===== src/rtl/uart_alu_cmd_if_pkg.sv =====
// Shared definitions for the UART <-> ALU command engine and the ALU block:
// command FSM state encodings, default widths and a small state helper.
package uart_alu_cmd_if_pkg;

    localparam int DATA_W_DEF      = 8;
    localparam int OPCODE_W_DEF    = 6;
    localparam int TIMEOUT_CYC_DEF = 50000;

    typedef logic [2:0] state_t;

    localparam logic [2:0] GET_A   = 3'd0;
    localparam logic [2:0] GET_B   = 3'd1;
    localparam logic [2:0] GET_OP  = 3'd2;
    localparam logic [2:0] EXEC    = 3'd3;
    localparam logic [2:0] SEND    = 3'd4;
    localparam logic [2:0] WAIT_TX = 3'd5;

    // States in which an incoming byte has nowhere to go and is thrown away.
    function automatic logic drops_byte(input state_t s);
        return (s == EXEC) || (s == SEND) || (s == WAIT_TX);
    endfunction

endpackage


===== src/rtl/uart_alu_cmd_if_if.sv =====
// Bundle of the UART byte handshake and ALU command/result signals.
// The master modport is the command engine; the slave modport is the
// surrounding UART/ALU logic (or a testbench standing in for it).
interface uart_alu_cmd_if_if
    import uart_alu_cmd_if_pkg::*;
#(
    parameter int DATA_W   = DATA_W_DEF,
    parameter int OPCODE_W = OPCODE_W_DEF
) ();

    logic [DATA_W-1:0]   i_rx_data;
    logic                i_rx_ready;
    logic                i_tx_done;
    logic [DATA_W-1:0]   i_alu_result;
    logic [DATA_W-1:0]   o_tx_data;
    logic                o_tx_start;
    logic [DATA_W-1:0]   o_op_a;
    logic [DATA_W-1:0]   o_op_b;
    logic [OPCODE_W-1:0] o_opcode;
    logic                o_exec;
    logic                o_busy;
    logic                o_overrun;

    modport master (
        input  i_rx_data, i_rx_ready, i_tx_done, i_alu_result,
        output o_tx_data, o_tx_start, o_op_a, o_op_b, o_opcode,
               o_exec, o_busy, o_overrun
    );

    modport slave (
        output i_rx_data, i_rx_ready, i_tx_done, i_alu_result,
        input  o_tx_data, o_tx_start, o_op_a, o_op_b, o_opcode,
               o_exec, o_busy, o_overrun
    );

endinterface


===== src/rtl/uart_alu_cmd_if_edge_det.sv =====
// uart_edge_det: turns a level flag into a registered one-cycle pulse on
// each rising edge. A level held high yields exactly one pulse.
module uart_edge_det (
    input  logic clk,
    input  logic rst,
    input  logic level,
    output logic pulse
);

    logic level_q;

    // Remember last level and emit a pulse when it goes from 0 to 1.
    always_ff @(posedge clk or posedge rst) begin
        if (rst) begin
            level_q <= 1'b0;
            pulse   <= 1'b0;
        end else begin
            level_q <= level;
            pulse   <= level & ~level_q;
        end
    end

endmodule


===== src/rtl/uart_alu_cmd_if.sv =====
// uart_alu_cmd_if: collects three UART bytes (A, B, OPCODE) into an ALU
// command, pulses exec, captures the ALU result and sends it back through
// the UART transmitter, waiting for its done flag before the next command.
// Optional feature macro CMD_TIMEOUT_EN: abandons a partial command when
// no byte arrives for TIMEOUT_CYC cycles while in GET_B/GET_OP.
module uart_alu_cmd_if
    import uart_alu_cmd_if_pkg::*;
#(
    parameter int DATA_W      = DATA_W_DEF,
`ifdef CMD_TIMEOUT_EN
    parameter int TIMEOUT_CYC = TIMEOUT_CYC_DEF,
`endif
    parameter int OPCODE_W    = OPCODE_W_DEF
) (
    input  logic               i_clk,
    input  logic               i_rst,
    uart_alu_cmd_if_if.master  bus
);

    state_t              state;
    logic                rx_evt;
    logic                tx_evt;
    logic                give_up;
    logic [DATA_W-1:0]   op_a;
    logic [DATA_W-1:0]   op_b;
    logic [OPCODE_W-1:0] opcode;
    logic [DATA_W-1:0]   tx_data;

    uart_edge_det u_rx_edge (
        .clk   (i_clk),
        .rst   (i_rst),
        .level (bus.i_rx_ready),
        .pulse (rx_evt)
    );

    uart_edge_det u_tx_edge (
        .clk   (i_clk),
        .rst   (i_rst),
        .level (bus.i_tx_done),
        .pulse (tx_evt)
    );

`ifdef CMD_TIMEOUT_EN
    localparam int CNT_W = $clog2(TIMEOUT_CYC);

    logic [CNT_W-1:0] idle_cnt;
    logic             waiting_byte;

    assign waiting_byte = (state == GET_B) || (state == GET_OP);
    assign give_up      = waiting_byte && (idle_cnt == CNT_W'(TIMEOUT_CYC - 1));

    // Count idle cycles between command bytes; any byte or state change restarts it.
    always_ff @(posedge i_clk or posedge i_rst) begin
        if (i_rst) begin
            idle_cnt <= '0;
        end else if (waiting_byte && !rx_evt && !give_up) begin
            idle_cnt <= idle_cnt + 1'b1;
        end else begin
            idle_cnt <= '0;
        end
    end
`else
    assign give_up = 1'b0;
`endif

    // Command sequencer: byte collection, execute, result send, wait for done.
    always_ff @(posedge i_clk or posedge i_rst) begin
        if (i_rst) begin
            state   <= GET_A;
            op_a    <= '0;
            op_b    <= '0;
            opcode  <= '0;
            tx_data <= '0;
        end else begin
            case (state)
                GET_A: begin
                    if (rx_evt) begin
                        op_a  <= bus.i_rx_data;
                        state <= GET_B;
                    end
                end
                GET_B: begin
                    if (rx_evt) begin
                        op_b  <= bus.i_rx_data;
                        state <= GET_OP;
                    end else if (give_up) begin
                        state <= GET_A;
                    end
                end
                GET_OP: begin
                    if (rx_evt) begin
                        opcode <= bus.i_rx_data[OPCODE_W-1:0];
                        state  <= EXEC;
                    end else if (give_up) begin
                        state <= GET_A;
                    end
                end
                EXEC: begin
                    tx_data <= bus.i_alu_result;
                    state   <= SEND;
                end
                SEND: begin
                    state <= WAIT_TX;
                end
                WAIT_TX: begin
                    if (tx_evt) begin
                        state <= GET_A;
                    end
                end
                default: begin
                    state <= GET_A;
                end
            endcase
        end
    end

    assign bus.o_op_a      = op_a;
    assign bus.o_op_b      = op_b;
    assign bus.o_opcode    = opcode;
    assign bus.o_tx_data   = tx_data;
    assign bus.o_exec      = (state == EXEC);
    assign bus.o_tx_start  = (state == SEND);
    assign bus.o_busy      = (state != GET_A);
    assign bus.o_overrun   = rx_evt && drops_byte(state);

endmodule


===== src/flat_wrapper.sv =====
// flat-port wrapper written by rule: the top's interface ports become plain ports
module uart_alu_cmd_if_flat import uart_alu_cmd_if_pkg::*;
#(
    parameter int DATA_W      = DATA_W_DEF,

    parameter int OPCODE_W    = OPCODE_W_DEF
)
  (i_clk, i_rst, bus_i_rx_data, bus_i_rx_ready, bus_i_tx_done, bus_i_alu_result, bus_o_tx_data, bus_o_tx_start, bus_o_op_a, bus_o_op_b, bus_o_opcode, bus_o_exec, bus_o_busy, bus_o_overrun);
  uart_alu_cmd_if_if #(.DATA_W(DATA_W), .OPCODE_W(OPCODE_W)) bus_i ();
  input  logic i_clk;
  input  logic i_rst;
  input wire logic [$bits(bus_i.i_rx_data)-1:0] bus_i_rx_data;
  input wire logic [$bits(bus_i.i_rx_ready)-1:0] bus_i_rx_ready;
  input wire logic [$bits(bus_i.i_tx_done)-1:0] bus_i_tx_done;
  input wire logic [$bits(bus_i.i_alu_result)-1:0] bus_i_alu_result;
  output wire logic [$bits(bus_i.o_tx_data)-1:0] bus_o_tx_data;
  output wire logic [$bits(bus_i.o_tx_start)-1:0] bus_o_tx_start;
  output wire logic [$bits(bus_i.o_op_a)-1:0] bus_o_op_a;
  output wire logic [$bits(bus_i.o_op_b)-1:0] bus_o_op_b;
  output wire logic [$bits(bus_i.o_opcode)-1:0] bus_o_opcode;
  output wire logic [$bits(bus_i.o_exec)-1:0] bus_o_exec;
  output wire logic [$bits(bus_i.o_busy)-1:0] bus_o_busy;
  output wire logic [$bits(bus_i.o_overrun)-1:0] bus_o_overrun;
  assign bus_i.i_rx_data = bus_i_rx_data;
  assign bus_i.i_rx_ready = bus_i_rx_ready;
  assign bus_i.i_tx_done = bus_i_tx_done;
  assign bus_i.i_alu_result = bus_i_alu_result;
  assign bus_o_tx_data = bus_i.o_tx_data;
  assign bus_o_tx_start = bus_i.o_tx_start;
  assign bus_o_op_a = bus_i.o_op_a;
  assign bus_o_op_b = bus_i.o_op_b;
  assign bus_o_opcode = bus_i.o_opcode;
  assign bus_o_exec = bus_i.o_exec;
  assign bus_o_busy = bus_i.o_busy;
  assign bus_o_overrun = bus_i.o_overrun;
  uart_alu_cmd_if #(.DATA_W(DATA_W), .OPCODE_W(OPCODE_W)) u_core (.i_clk(i_clk), .i_rst(i_rst), .bus(bus_i));
endmodule

===== config.mk =====
export PLATFORM = sky130hd
export DESIGN_NAME = uart_alu_cmd_if_flat
export DESIGN_NICKNAME = d
export VERILOG_FILES = /design/src/rtl/uart_alu_cmd_if_pkg.sv /design/src/rtl/uart_alu_cmd_if_if.sv /design/src/rtl/uart_alu_cmd_if_edge_det.sv /design/src/rtl/uart_alu_cmd_if.sv /design/src/flat_wrapper.sv
export SDC_FILE = /design/constraint.sdc
export NUM_CORES = 1
export LEC_CHECK = 0
export CORE_MARGIN = 1.5
export CORE_UTILIZATION = 47
export DETAILED_ROUTE_END_ITERATION = 6
export GPL_TIMING_DRIVEN = 0
export PLACE_DENSITY = 0.84
export SLEW_MARGIN = 15
export SYNTH_ARGS = -nofsm -noshare
export SYNTH_HDL_FRONTEND = slang
export SYNTH_SLANG_ARGS = --single-unit
export TNS_END_PERCENT = 100

===== constraint.sdc =====
create_clock -name i_clk -period 4.95 [get_ports i_clk]
set_clock_uncertainty 0.2 [all_clocks]
set_input_delay 0.99 -clock i_clk [delete_from_list [all_inputs] [get_ports i_clk]]
set_output_delay 0.99 -clock i_clk [all_outputs]
set_load 0.02 [all_outputs]

-- Yosys cells after proc, flatten, opt, wreduce, memory -nomap -nowiden
Index checks and enable logic that the tools add are counted.
- register bits: 37
- input port bits: 20
- output and inout bits: 34
- logic and storage cells: 36
- eq/ne operators: 9
- muxes and demuxes: 5
- bitwise logic cells: 4
- reductions and logical operators: 9
- operator list (operator ; number):
    $pmux W3 S6 ; 1
    $mux W3 ; 4
    $ne A2 B2 Y1 const B ; 4
    $eq A3 B2 Y1 const B ; 2
    $eq A3 B3 Y1 const B ; 2
    $reduce_and A2 Y1 ; 3
    $reduce_and A4 Y1 ; 1
    $eq A3 B1 Y1 const B ; 1
    $logic_not A3 Y1 ; 1
    $reduce_bool A3 Y1 ; 1
    $and A1 B1 Y1 ; 2
    $logic_or A1 B1 Y1 ; 2
    $not A1 Y1 ; 2
    $logic_and A1 B1 Y1 ; 1

-- Longest topological paths before layout
Gate-level depths: netlist (run 1).
- word-level depth: 4
- mapped depth: 4
- depth with buffers taken out: 2

-- By module
From an unflattened synthesis (run 1), not the netlist that was laid out.
- cell total of the unflattened synthesis: 96
- area, all modules: 1491.4 sq um
- by module, submodules not included (module ; times used ; cells an instance ; area each (sq um) ; seq. area each (sq um)):
    uart_alu_cmd_if ; 1 ; 88 ; 1356.3 ; 825.8
    uart_edge_det ; 2 ; 4 ; 67.6 ; 50.0

-- Worst setup path before layout (run 1)
No wires, ideal clock.
- kind: reg2out
- start: reg u_core.state[2]
- end: out bus_o_overrun
- arrival time: 1.388 ns
- required time: 3.760 ns
- setup slack: 2.372 ns
- cell stages (with the launch flop): 5
- cells stage by stage: dfrtp_1 buf_2 nand3b_1 buf_2 a21boi_0
- cells in the longest elaborated chain, start to end: 4
- elaborated cells between the ends (all ways): 6
- classes of those cells: eq/ne (3); reduce/logical (3)
- ends and longest elaborated chain (item ; line ; RTL):
    from (decl) ; uart_alu_cmd_if.sv:20 ; state_t state;
    from (signal assigned) ; uart_alu_cmd_if.sv:69 ; state <= GET_A;
    from (signal assigned) ; uart_alu_cmd_if.sv:79 ; state <= GET_B;
    from (signal assigned) ; uart_alu_cmd_if.sv:85 ; state <= GET_OP;
    $eq A3 B2 Y1 / $eq A3 B3 Y1 (equally long branches) ; uart_alu_cmd_if_pkg.sv:20 ; return (s == EXEC) || (s == SEND) || (s == WAIT_TX);
    $logic_or A1 B1 Y1 ; uart_alu_cmd_if_pkg.sv:20 ;
    $logic_or A1 B1 Y1 (*) ; uart_alu_cmd_if_pkg.sv:20 ;
    $logic_and A1 B1 Y1 (*) ; uart_alu_cmd_if.sv:124 ; assign bus.o_overrun = rx_evt && drops_byte(state);
    to (decl) ; flat_wrapper.sv:23 ; output wire logic [$bits(bus_i.o_overrun)-1:0] bus_o_overrun;
Mark *: on every way between the ends. The rest lies on a longest branch, timed or not.

-- Worst setup path after layout (run 1)
Ends and elaborated chain as after synthesis.

==> results of run 1 <==
==> where the power goes <==
part	leakage (nW)	switching, W	total, W	internal, W
clock network	0.0303	0.0000944	0.000161	0.0000665
logic	0.413	0.000322	0.000702	0.000380
registers	0.448	0.0000660	0.000500	0.000434
==> worst max-delay path: stages (launching register included) <==
cell and delay [ps]:
dfrtp_1 390, buf_2 180, nand3b_1 190, buf_2 200, a21boi_0 210, clkdlybuf4s50_1 640
==> cell families (layout without fill, tap and decap cells) <==
family | Yosys count | in the layout | share of synthesized area (%)
AO/OA/AOI/OAI | 3 | 3 | 1.19
flip-flops | 37 | 37 | 63.0
AND/OR/NAND/NOR | 16 | 16 | 9.63
multiplexers | 30 | 30 | 23.0
buffers and inverters | 8 | 68 | 3.15
==> final timing paths <==
kind                                                        to  cells after the start
setup / recovery                                 bus_o_overrun                      5
hold reg to reg               u_core.u_tx_edge.pulse$_DFF_PP0_                      1
max in group asynchronous  u_core.bus.o_tx_data[7]$_DFFE_PP0P_                      2
min in group asynchronous   u_core.bus.o_opcode[0]$_DFFE_PP0P_                      2
hold / removal                u_core.u_tx_edge.pulse$_DFF_PP0_                      1
setup reg to reg              u_core.bus.o_op_a[2]$_DFFE_PP0P_                      3
==> layout by cell type, fill, tap and decap left out <==
cell	synthesis	layout
buf_6	1	1
nor3b_1	3	3
clkinvlp_4	0	1
or3_1	1	1
clkbuf_4	0	5
a21oi_1	1	1
and4bb_2	2	2
dfrtp_1	37	37
inv_1	2	1
a21boi_0	1	1
or2b_1	1	1
inv_2	0	1
nand2b_1	1	1
nor2b_1	2	2
buf_4	1	1
o21ai_0	1	1
clkbuf_8	0	1
nor4b_4	1	1
or4_1	1	1
buf_2	4	4
clkdlybuf4s50_1	0	53
nor4b_1	1	1
and2_1	1	1
nand3b_1	2	2
mux2_2	30	30
==> registers in the layout, indices dropped and copies added (netlist names) <==
register / cells
u_core.u_rx_edge.level_q: 1
u_core.bus.o_tx_data: 8
u_core.bus.o_op_a: 8
u_core.u_tx_edge.pulse: 1
u_core.bus.o_op_b: 8
u_core.bus.o_opcode: 6
u_core.u_tx_edge.level_q: 1
u_core.state: 3
u_core.u_rx_edge.pulse: 1
==> layout make-up <==
class | instances | area share [%]
Multi-Input combinational cell | 49 | 23.7
Timing Repair Buffer | 53 | 25.3
Tap cell | 33 | 1.97
Clock buffer | 6 | 2.44
Buffer | 6 | 1.85
Clock inverter | 1 | 0.358
Sequential cell | 37 | 44.1
Inverter | 2 | 0.358
==> per-stage QoR <==
stage,cells,cell area (µm²),setup WS [ps],total power (W)
5_1_grt,187,2100,1470,0.00144
3_5_place_dp,180,2040,1980,0.00122
2_1_floorplan,94,1470,2370,0.000882
4_1_cts,187,2100,1600,0.00138
3_3_place_gp,180,2040,2010,0.00119
6_report,187,2100,1620,0.00136
==> Yosys cell counts, drive strengths merged <==
cell	number
a21boi	1
inv	2
nor3b	3
nand3b	2
or2b	1
or4	1
buf	6
nor4b	2
and2	1
nor2b	2
or3	1
nand2b	1
a21oi	1
dfrtp	37
mux2	30
and4bb	2
o21ai	1
==> layer usage <==
metal  part of all wire [%]  up-vias  track usage (%)
met5                      0        -                0
met4                    2.5        0             10.7
met3                     10        8             7.25
met2                     49       53             33.0
met1                     38      466             20.0
li1                       -      451                -
==> metrics.cfg, run 1 <==
[detailed_routing]
drt_first_pass_iters = 4
routedWlPerCell_um = 15.8
routed_wl_mm = 2.95
ant_nets = 0
vias = 978
viasPerCell = 5.23
dr.first_iter.drc_count = 17
drc_errors = 0

[yosys]
yosysSeqAreaShare_pct = 63.0
ys_ff_latch = 37
syn-cell-area_um2 = 1470
synth_top_area_cell = dfrtp_1
synth_top_area_share_pct = 63.0
netlist_top_cells_area = dfrtp_1 (63%), mux2_2 (23%), and4bb_2 (1.7%)
yosysWarningCount = 0
syn_nets = 114
postSynthAreaPerCell_um2 = 15.6
synthDistinctLibCells = 20
postSynthCellCount = 94

[die]
die_y_um = 58.9
die_area_um2 = 3470
ioPinCount = 54
rows = 20
initial_core_util_pct = 48.9
die_w_um = 58.9
fp.coreArea_um2 = 3000

[placement]
dp.final_hpwl_mm = 2.20
gp_congestion = 0.723
io_buffers = 53

[timing]
grt_setup_unrepaired = false
clock.fmax_ghz = 0.301
slew_headroom_pct = 50.7
holdWs_ps = 206
hold_violations = 0
slew_viol_final = 0
period_share_pct = 67.2
setup_tns_ps = 0
setup_viol = 0
period_needed_ps = 3330
tightest_slew_ps = 738

[finish]
regArea_um2 = 926
final_nets = 174
multi_input_area_um2 = 497
syn_to_final_growth_pct = 42.9
post-route-util_pct = 69.9
layout-drive-gt1-share_pct = 30.5
diodes = 0
fillers = 228

[grt]
overflow = 0
antenna_found_initial = 0
grt_pass1_vias = 1025
grt_max_degree = 38
grt_pass1_wl_mm = 4.68
grt_usage_pct = 19.2

[clock_tree]
clock_latency_ps = 340
cts_tree = built
cts_hold_buf = 0
cts_root_buffer = clkbuf_4
postCtsSetupBuffers = 0
cts_resized = 0
cts_made_buffers = 5
cts.sinks = 37
clk_path_buf_depth = 2
htree_levels = 2
clkTransAtPathRegs_ps = 100

[min_path]
hp-start = u_core.u_tx_edge.level_q$_DFF_PP0_
min_path_type = register to register

[power_and_ir_drop]
power.density_nw_per_um2 = 649
leakage_nw = 0.891
vdd_drop_max_uv = 345

[setup_path]
crit_required_ps = 3760
critical_path.startpoint_type = register
r2r_setup_slack_ps = 3100
worstSetupStartpoint = u_core.state[2]$_DFFE_PP0P_
critPathArrivalTime_ps = 2140
crit_fanout = 10
critPathKind = register to output port
r2r-start = u_core.state[1]$_DFFE_PP0P_
worstSetupEndpointType = output port

[run]
drv_cap = 0

[outcome]
status = finished clean

(Power assumes the default switching activity.)
==> run 2: changes to the inputs <==
--- a/config.mk
+++ b/config.mk
@@ -6,10 +6,10 @@
 export NUM_CORES = 1
 export LEC_CHECK = 0
 export CORE_MARGIN = 1.5
-export CORE_UTILIZATION = 47
+export CORE_UTILIZATION = 43
 export DETAILED_ROUTE_END_ITERATION = 6
 export GPL_TIMING_DRIVEN = 0
-export PLACE_DENSITY = 0.84
+export PLACE_DENSITY = 0.78
 export SLEW_MARGIN = 15
 export SYNTH_ARGS = -nofsm -noshare
 export SYNTH_HDL_FRONTEND = slang
==> constraint.sdc (replaced) <==
create_clock -name i_clk -period 3.1 [get_ports i_clk]
set_clock_uncertainty 0.2 [all_clocks]
set_input_delay 0.62 -clock i_clk [delete_from_list [all_inputs] [get_ports i_clk]]
set_output_delay 0.62 -clock i_clk [all_outputs]
set_load 0.02 [all_outputs]
==> metrics.cfg, run 2 (synthesis results as in run 1) <==
[outcome]
status = finished clean

[timing]
hold_violations = 0
period_needed_ps = 2970
period_share_pct = 95.8
clock.fmax_ghz = 0.337
setup_viol = 0
tightest_slew_ps = 762
setup_tns_ps = 0
slew_headroom_pct = 49.2
slew_viol_final = 0
grt_setup_unrepaired = false
holdWs_ps = 207

[grt]
antenna_found_initial = 0
grt_usage_pct = 17.6
grt_max_degree = 38
grt_pass1_wl_mm = 4.60
overflow = 0
grt_pass1_vias = 1008

[detailed_routing]
viasPerCell = 4.85
drt_first_pass_iters = 4
dr.first_iter.drc_count = 47
routed_wl_mm = 3.05
vias = 969
ant_nets = 0
drc_errors = 0
routedWlPerCell_um = 15.3

[setup_path]
r2r_setup_slack_ps = 1210
critical_path.startpoint_type = register
cp.depth = 5
crit_fanout = 10
crit_required_ps = 2280
critPathKind = register to output port
r2r_cells = 3
critPathArrivalTime_ps = 2150
worstSetupEndpointType = output port
critPathBufInv = 3
cpMaxStageDelayCell = clkdlybuf4s50_1
crit_chain = buf_2 > nand3b_1 > buf_2 > a21boi_0 > clkdlybuf4s50_1
r2r_end = u_core.bus.o_op_a[3]$_DFFE_PP0P_
cpPeakStageDelay_ps = 640
r2r-start = u_core.state[1]$_DFFE_PP0P_
worstSetupStartpoint = u_core.state[2]$_DFFE_PP0P_
cpMostUsedCell = buf_2
cp-endpoint = bus_o_overrun
cpLargestDelayFamily = buffers and inverters

[power_and_ir_drop]
power.density_nw_per_um2 = 1050
leakage_nw = 0.902
vdd_drop_max_uv = 511

[die]
die_y_um = 61.4
die_w_um = 61.4
initial_core_util_pct = 44.4
fp.coreArea_um2 = 3310
die_area_um2 = 3780
rows = 21
ioPinCount = 54

[clock_tree]
clk_path_buf_depth = 2
clkTransAtPathRegs_ps = 100
cts_made_buffers = 5
cts_root_buffer = clkbuf_4
htree_levels = 2
cts.sinks = 37
postCtsSetupBuffers = 0
cts_tree = built
clock_latency_ps = 340
cts_hold_buf = 0
cts_resized = 0

[finish]
final_cell_mix = clkdlybuf4s50_1 (53), dfrtp_1 (37), mux2_2 (30)
diodes = 0
layout-drive-gt1-share_pct = 30.5
fillers = 284
final_nets = 174
final_common_cell = clkdlybuf4s50_1
syn_to_final_growth_pct = 45.0

[placement]
dp.final_hpwl_mm = 2.24
gp_congestion = 0.710
io_buffers = 53

[run]
drv_cap = 0

[min_path]
min_path_type = register to register

## run 2: area by class of cell
| cell class | count | area, µm² | share of cell area (%) |
|---|---|---|---|
| plain buffers | 6 | 38.8 | 1.82 |
| repair buffers | 53 | 531 | 24.9 |
| multi-input cells | 49 | 497 | 23.3 |
| well taps | 46 | 57.6 | 2.70 |
| clock inverters | 2 | 35.0 | 1.65 |
| clock buffers | 5 | 37.5 | 1.76 |
| flip-flops and latches | 37 | 926 | 43.5 |
| inverters | 2 | 7.51 | 0.353 |
## run 2: power by group
group	switching (W)	total (W)	internal [W]	leakage [nW]
clock network	0.000157	0.000322	0.000164	0.0410
logic	0.000513	0.00112	0.000606	0.413
registers	0.000106	0.000799	0.000693	0.448
total	0.000777	0.00224	0.00146	0.902
## run 2: through the flow
step	power [W]	util, %	instance area [µm²]	cells	worst slack, ps
after global routing	0.00237	64.3	2130	200	17.5
after global placement	0.00190	62.1	2060	193	540
after CTS	0.00226	64.3	2130	200	84.0
final	0.00224	64.3	2130	200	130
after detailed placement	0.00195	62.1	2060	193	473
after floorplan	0.00141	-	1470	94	892
## run 2: worst min path at each step
stage | cells past startpoint | end | from | slack (ps)
floorplan | 1 | u_core.u_rx_edge.pulse$_DFF_PP0_ | u_core.u_rx_edge.level_q$_DFF_PP0_ | 180
global placement | 1 | u_core.u_tx_edge.pulse$_DFF_PP0_ | u_core.u_tx_edge.level_q$_DFF_PP0_ | 180
detailed placement | 1 | u_core.u_tx_edge.pulse$_DFF_PP0_ | u_core.u_tx_edge.level_q$_DFF_PP0_ | 190
CTS | 1 | u_core.u_tx_edge.pulse$_DFF_PP0_ | u_core.u_tx_edge.level_q$_DFF_PP0_ | 200
global route | 1 | u_core.u_tx_edge.pulse$_DFF_PP0_ | u_core.u_tx_edge.level_q$_DFF_PP0_ | 230
finish | 1 | u_core.u_tx_edge.pulse$_DFF_PP0_ | u_core.u_tx_edge.level_q$_DFF_PP0_ | 210
## run 2: metal layers
| metal | up-vias | share of wire (%) | wire [µm] | global-route usage [%] |
|---|---|---|---|---|
| met5 | - | 0 | 0 | 0 |
| met4 | 0 | 1.7 | 51 | 10.0 |
| met3 | 6 | 8.7 | 265 | 6.51 |
| met1 | 475 | 39 | 1200 | 19.4 |
| li1 | 446 | - | - | - |
| met2 | 42 | 50 | 1540 | 29.3 |
